===== src/rtl/multiword_adder_sequencer_if.sv =====
// Start/result bundle between the operand source, the multiword adder sequencer and the result consumer.
// iSub exists only when SEQ_SUB_EN is defined.
interface multiword_adder_sequencer_if #(
   parameter int WORDS = 4,
   parameter int WIDTH = 16
);
   logic                   iStart;
   logic [WORDS*WIDTH-1:0] iA;
   logic [WORDS*WIDTH-1:0] iB;
   logic                   iC;
`ifdef SEQ_SUB_EN
   logic                   iSub;
`endif
   logic [WORDS*WIDTH-1:0] oS;
   logic                   oC;
   logic                   oBusy;
   logic                   oDone;

   modport master (
`ifdef SEQ_SUB_EN
      output iSub,
`endif
      output iStart, iA, iB, iC,
      input  oS, oC, oBusy, oDone
   );

   modport slave (
`ifdef SEQ_SUB_EN
      input  iSub,
`endif
      input  iStart, iA, iB, iC,
      output oS, oC, oBusy, oDone
   );
endinterface


===== src/rtl/multiword_adder_sequencer.sv =====
// Wide adder built from one WIDTH-bit blocked carry-lookahead adder, one chunk per cycle, LS chunk first.
// Optional macro SEQ_SUB_EN adds iSub for A-B (oC=1 means no borrow).
//
// state  | meaning
// S_IDLE | waiting for iStart
// S_RUN  | one chunk per cycle, carry held in r_carry
// S_DONE | oDone pulse; iStart here restarts with no bubble

module blocked_carry_lookahead_adder #(
   parameter int WIDTH       = 16,
   parameter int BLOCK_WIDTH = 4
) (
   input  logic [WIDTH-1:0] i_a,
   input  logic [WIDTH-1:0] i_b,
   input  logic             i_c,
   output logic [WIDTH-1:0] o_s,
   output logic             o_c
);
   localparam int NBLK = WIDTH / BLOCK_WIDTH;

   logic [WIDTH-1:0] w_g;
   logic [WIDTH-1:0] w_p;
   logic [WIDTH-1:0] w_cin;
   logic [NBLK-1:0]  w_bg;
   logic [NBLK-1:0]  w_bp;
   logic [NBLK:0]    w_bc;
   logic             w_rc;

   assign w_g = i_a & i_b;
   assign w_p = i_a ^ i_b;

   always_comb begin
      w_bg  = '0;
      w_bp  = '0;
      w_bc  = '0;
      w_cin = '0;
      w_rc  = 1'b0;
      // block generate/propagate, then lookahead across blocks, then bit carries inside each block
      for (int j = 0; j < NBLK; j++) begin
         w_bp[j] = 1'b1;
         for (int i = 0; i < BLOCK_WIDTH; i++) begin
            w_bg[j] = w_g[j*BLOCK_WIDTH+i] | (w_p[j*BLOCK_WIDTH+i] & w_bg[j]);
            w_bp[j] = w_bp[j] & w_p[j*BLOCK_WIDTH+i];
         end
      end
      w_bc[0] = i_c;
      for (int j = 0; j < NBLK; j++) begin
         w_bc[j+1] = w_bg[j] | (w_bp[j] & w_bc[j]);
      end
      for (int j = 0; j < NBLK; j++) begin
         w_rc = w_bc[j];
         for (int i = 0; i < BLOCK_WIDTH; i++) begin
            w_cin[j*BLOCK_WIDTH+i] = w_rc;
            w_rc = w_g[j*BLOCK_WIDTH+i] | (w_p[j*BLOCK_WIDTH+i] & w_rc);
         end
      end
   end

   assign o_s = w_p ^ w_cin;
   assign o_c = w_bc[NBLK];
endmodule

module multiword_adder_sequencer #(
   parameter int WORDS       = 4,
   parameter int WIDTH       = 16,
   parameter int BLOCK_WIDTH = 4
) (
   input  logic                          iClk,
   input  logic                          iRst_n,
   multiword_adder_sequencer_if.slave    bus
);
   localparam int N  = WORDS * WIDTH;
   localparam int CW = $clog2(WORDS);

   typedef enum logic [1:0] {S_IDLE, S_RUN, S_DONE} state_t;

   state_t           r_state;
   state_t           w_next;
   logic [CW-1:0]    r_cnt;
   logic [N-1:0]     r_a;
   logic [N-1:0]     r_b;
   logic [N-1:0]     r_s;
   logic             r_carry;
   logic             r_c;
   logic             w_accept;
   logic             w_last;
   logic [N-1:0]     w_b_in;
   logic             w_cin0;
   logic [WIDTH-1:0] w_a_chunk;
   logic [WIDTH-1:0] w_b_chunk;
   logic [WIDTH-1:0] w_sum;
   logic             w_cout;

   // subtraction folds into capture: store ~B and force the first carry to 1
`ifdef SEQ_SUB_EN
   assign w_b_in = bus.iSub ? ~bus.iB : bus.iB;
   assign w_cin0 = bus.iSub ? 1'b1 : bus.iC;
`else
   assign w_b_in = bus.iB;
   assign w_cin0 = bus.iC;
`endif

   assign w_last = (r_cnt == CW'(WORDS-1));

   always_comb begin
      w_a_chunk = '0;
      w_b_chunk = '0;
      for (int k = 0; k < WORDS; k++) begin
         if (r_cnt == CW'(k)) begin
            w_a_chunk = r_a[k*WIDTH +: WIDTH];
            w_b_chunk = r_b[k*WIDTH +: WIDTH];
         end
      end
   end

   blocked_carry_lookahead_adder #(
      .WIDTH      (WIDTH),
      .BLOCK_WIDTH(BLOCK_WIDTH)
   ) u_adder (
      .i_a(w_a_chunk),
      .i_b(w_b_chunk),
      .i_c(r_carry),
      .o_s(w_sum),
      .o_c(w_cout)
   );

   always_ff @(posedge iClk or negedge iRst_n) begin
      if (!iRst_n) r_state <= S_IDLE;
      else         r_state <= w_next;
   end

   always_comb begin
      w_next   = r_state;
      w_accept = 1'b0;
      case (r_state)
         S_IDLE: begin
            if (bus.iStart) begin
               w_accept = 1'b1;
               w_next   = S_RUN;
            end
         end
         S_RUN: begin
            if (w_last) w_next = S_DONE;
         end
         S_DONE: begin
            w_next = S_IDLE;
            if (bus.iStart) begin
               w_accept = 1'b1;
               w_next   = S_RUN;
            end
         end
         default: w_next = S_IDLE;
      endcase
   end

   always_ff @(posedge iClk or negedge iRst_n) begin
      if (!iRst_n) begin
         r_cnt   <= '0;
         r_a     <= '0;
         r_b     <= '0;
         r_s     <= '0;
         r_carry <= 1'b0;
         r_c     <= 1'b0;
      end else if (w_accept) begin
         r_a     <= bus.iA;
         r_b     <= w_b_in;
         r_carry <= w_cin0;
         r_cnt   <= '0;
      end else if (r_state == S_RUN) begin
         for (int k = 0; k < WORDS; k++) begin
            if (r_cnt == CW'(k)) r_s[k*WIDTH +: WIDTH] <= w_sum;
         end
         r_carry <= w_cout;
         if (w_last) begin
            r_c   <= w_cout;
            r_cnt <= '0;
         end else begin
            r_cnt <= r_cnt + 1'b1;
         end
      end
   end

   assign bus.oS    = r_s;
   assign bus.oC    = r_c;
   assign bus.oBusy = (r_state == S_RUN);
   assign bus.oDone = (r_state == S_DONE);
endmodule


===== src/flat_wrapper.sv =====
// flat-port wrapper written by rule: the top's interface ports become plain ports
module multiword_adder_sequencer_flat 
#(
   parameter int WORDS       = 4,
   parameter int WIDTH       = 16,
   parameter int BLOCK_WIDTH = 4
)
  (iClk, iRst_n, bus_iStart, bus_iA, bus_iB, bus_iC, bus_oS, bus_oC, bus_oBusy, bus_oDone);
  multiword_adder_sequencer_if #(.WORDS(WORDS), .WIDTH(WIDTH)) bus_i ();
  input  logic iClk;
  input  logic iRst_n;
  input wire logic [$bits(bus_i.iStart)-1:0] bus_iStart;
  input wire logic [$bits(bus_i.iA)-1:0] bus_iA;
  input wire logic [$bits(bus_i.iB)-1:0] bus_iB;
  input wire logic [$bits(bus_i.iC)-1:0] bus_iC;
  output wire logic [$bits(bus_i.oS)-1:0] bus_oS;
  output wire logic [$bits(bus_i.oC)-1:0] bus_oC;
  output wire logic [$bits(bus_i.oBusy)-1:0] bus_oBusy;
  output wire logic [$bits(bus_i.oDone)-1:0] bus_oDone;
  assign bus_i.iStart = bus_iStart;
  assign bus_i.iA = bus_iA;
  assign bus_i.iB = bus_iB;
  assign bus_i.iC = bus_iC;
  assign bus_oS = bus_i.oS;
  assign bus_oC = bus_i.oC;
  assign bus_oBusy = bus_i.oBusy;
  assign bus_oDone = bus_i.oDone;
  multiword_adder_sequencer #(.WORDS(WORDS), .WIDTH(WIDTH), .BLOCK_WIDTH(BLOCK_WIDTH)) u_core (.iClk(iClk), .iRst_n(iRst_n), .bus(bus_i));
endmodule

===== config.mk =====
export PLATFORM = sky130hd
export DESIGN_NAME = multiword_adder_sequencer_flat
export DESIGN_NICKNAME = d
export VERILOG_FILES = /design/src/rtl/multiword_adder_sequencer_if.sv /design/src/rtl/multiword_adder_sequencer.sv /design/src/flat_wrapper.sv
export SDC_FILE = /design/constraint.sdc
export NUM_CORES = 1
export LEC_CHECK = 0
export BUFFER_PORTS_ARGS = -buffer_cell sky130_fd_sc_hd__buf_2
export CAP_MARGIN = 10
export CORE_ASPECT_RATIO = 1.1
export CORE_MARGIN = 2
export CORE_UTILIZATION = 57
export DETAILED_ROUTE_END_ITERATION = 8
export HOLD_SLACK_MARGIN = 0.05
export PLACE_DENSITY = 0.8
export SLEW_MARGIN = 25
export SYNTH_ARGS = -nofsm -noshare
export SYNTH_HDL_FRONTEND = slang
export SYNTH_HIERARCHICAL = 1
export SYNTH_SLANG_ARGS = --single-unit

===== constraint.sdc =====
create_clock -name iClk -period 10.8 [get_ports iClk]
set_clock_uncertainty 0.1 [all_clocks]
set_input_delay 1.08 -clock iClk [delete_from_list [all_inputs] [get_ports iClk]]
set_output_delay 1.08 -clock iClk [all_outputs]
set_load 0.01 [all_outputs]

==> summary.md <==
| Metric | Value |
|---|---|
| Total power | around 4.3 mW |
| Maximum clock rate | roughly 0.2 GHz |
| Initial Utilization | slightly below 60% |
| CP required | about 11 ns |
| Max H-tree Level | 4 |
| DRT iter0 DRCs | between 600 and 700 |
| Status | completed |
| Syn_nets | 1051 |
| Vias in the first global route | approximately 7k |
| Maxcap violations | 0 |
| CTS tree | done |
| Row cnt | 48 |
| Crit path capture type | register |
| IO Count | 199 |
| Drt drc | 0 |
| Fillers | 1195 |
| Total vias in the final route | 6994 |
| Seq cells post-synth | 198 |
| RSZ-0062 raised after global routing | no |
| Port bufs | 198 |
| FF-to-FF setup slack | 5.86 ns |
| Setup repair bufs after CTS | 0 |
| Worst Setup EP | u_core/bus.oS[27] |
| Setup tns final | 0 ns |
| Critical Path AT | roughly 5.2 ns |
| RR Startpoint | u_core/r_cnt[0] |
| Chip height | 136 um |
| Crit path largest cell delay | ~0.76 ns |
| ANT nets after route | 0 |
| Most common cell after layout, fill and taps aside | nand2_1 |
| Slew margin rel. | 33.0% |
| CP startpoint | u_core/r_cnt[0] |
| R2r endpoint | u_core/bus.oS[27] |
| Yosys warns | 6 |
| DIE AREA | 16800 um^2 |
| Die span in x | 124 um |
| CTS resizes | 0 |
| CP dominant cell by count | fa_1 |
| Final setup viols | 0 |
| Sink Count | between 150 and 200 |
| Syn-to-layout area delta | 18.0% |
| IR drop worst, VDD | 208 uV |
| CP Max Fanout | 32 |
| DR vias/cell | 5.49 |
| CTS Buf Count | 17 |
| Clk slew on worst S/H paths | roughly 0.06 ns |
| Clk buf depth | 2 |
| Largest net degree at the start of global routing | 118 |
| P per Cell Area | 400 nW/um^2 |
| Largest area contributor in the netlist | dfrtp_1 |
| Drt first pass iters | 7 |
| Reg2Reg Depth | 14 |
| Final Hold Fails | 0 |
| CP Launch Type | register |
| Max-slew violations | 0 |
| Mapped Area | 9010 um^2 |
| Core Area | 15600 um^2 |
| Tcrit/Tclk final | 45.7% |
| Worst Setup Path Type | register to register |
| First-pass GRT wire length | 35400 um |
| Crit-path cells | ha_1 -> inv_1 -> o22ai_1 -> a21oi_1 -> ha_1 -> nand3_1 -> nor2_1 -> nor3_1 -> o21ai_0 -> fa_1 -> fa_1 -> fa_1 -> xor2_1 -> mux2_2 |
| ANT cells | 0 |
| Tmin final | 4.94 ns |
| GRT Total Usage | 28.0% |
| Synth top area cells | dfrtp_1 55%, nand2_1 16%, mux2_4 4.8% |
| Worst hold path type | register to register |
| Clk_lat worst skew | 0.43 ns |
| Post-synth top area share | 55.0% |
| Yosys cell types | 38 |
| CTS Hold Bufs | 0 |
| Routed wire length per instance | 17.8 um |
| Mapped Avg Cell Area | 10.2 um^2 |
| Worst path slowest cell | inv_1 |
| Final GP Congestion | roughly 0.84 |
| Grt ovf | 0 |
| Pleak | between 5 and 6 nW |
| Commonest non-fill, non-tap cells in the layout | 388 x nand2_1, 198 x dfrtp_1, 197 x buf_2 |
| Clock Tree Root | clkbuf_16 |
| Final WL | 22600 um |
| Dpl hpwl | 15800 um |
| Syn Inst Count | 887 |
| Seq/Total Area, Yosys | 55.0% |
| Worst-margin pin slew | 1.00 ns |
| Initial antenna violation count | 0 |
| Nets@finish | 1226 |
| Share of post-route cells with drive strength above 1 | 29.1% |
-- worst min path at each step --
stage,cells past startpoint,start,endpoint
after floorplan,2,u_core/r_a[46],u_core/r_a[46]
after global placement,2,u_core/r_a[16],u_core/r_a[16]
after detailed placement,2,u_core/r_a[46],u_core/r_a[46]
after CTS,2,u_core/r_a[46],u_core/r_a[46]
after global routing,2,u_core/r_a[8],u_core/r_a[8]
final,2,u_core/r_a[46],u_core/r_a[46]
-- critical path, delay by kind of cell, from the launching register on --
kind | cells | cell delay (ns)
muxes | 1 | 0.23
xor gates and xnor gates | 1 | 0.35
AOI/OAI and AO/OA | 3 | 0.77
buffers and inverters | 1 | 0.76
adders and majority gates | 5 | 1.85
and+or+nand+nor | 3 | 0.38
DFF | 1 | 0.43
-- synthesized netlist by cell type, drive strengths merged --
master and n:
a211o 1, a211oi 1, a21o 2, a21oi 36
a22oi 31, a31oi 1, and4 2, buf 34
clkbuf 15, clkinv 1, dfrtp 198, fa 12
ha 20, inv 10, mux2 65, nand2 392
nand2b 3, nand3 3, nand3b 1, nand4 1
nor2 6, nor2b 6, nor3 2, o21ai 4
o22ai 32, o31ai 3, or3b 1, xor2 4
-- cells by family after synthesis --
family,Yosys count,synth area share (%)
compound gates,111,7.79
buf+inv,60,3.56
flops,198,55.0
xor+xnor,4,0.389
fa+ha+maj,32,5.44
mux,65,9.33
simple gates,417,18.5
-- flip-flops by register name (all words and copies together) (netlist names) --
name and cells:
u_core/bus.oS 64, u_core/r_a 64, u_core/r_b 64, u_core/r_cnt 2, u_core/r_state 2, u_core/bus.oC 1
u_core/r_carry 1
-- report_power, final --
part           leakage (nW)  internal, mW  switching, mW
registers              2.42          1.12          0.227
logic                  3.01         0.972           1.32
clock network         0.268         0.350          0.264
-- area by class of cell --
type	instances	area [um^2]	share of cell area, %
clock inverters	8	101	0.953
flip-flops and latches	198	4950	46.6
well taps	200	250	2.35
multi-input cells	629	3750	35.3
clock buffers	22	464	4.37
inverters	11	46.3	0.435
repair buffers	205	1060	9.97
-- routing by layer --
metal | vias up | share of wire (%) | GRT usage (%) | wire length [um]
met4 | 0 | 3.5 | 12.4 | 787
met2 | 285 | 47 | 44.2 | 10700
li1 | 3266 | - | - | -
met3 | 53 | 6.7 | 5.45 | 1520
met1 | 3390 | 43 | 37.6 | 9660
met5 | - | 0 | 0 | 0
-- per-stage QoR --
step / cells / utilization, % / hold WS, ns / cell area [um^2] / setup WS [ns]
finish: 1273 / 68.3 / 0.373 / 10600 / 5.86
CTS: 1273 / 68.3 / 0.375 / 10600 / 5.96
global route: 1273 / 68.3 / 0.396 / 10600 / 5.52
floorplan: 887 / - / 0.338 / 9010 / 6.76
detailed placement: 1243 / 64.7 / 0.360 / 10100 / 5.97
global placement: 1243 / 64.7 / 0.359 / 10100 / 6.10
No activity file was read; power rests on OpenSTA's default activity.
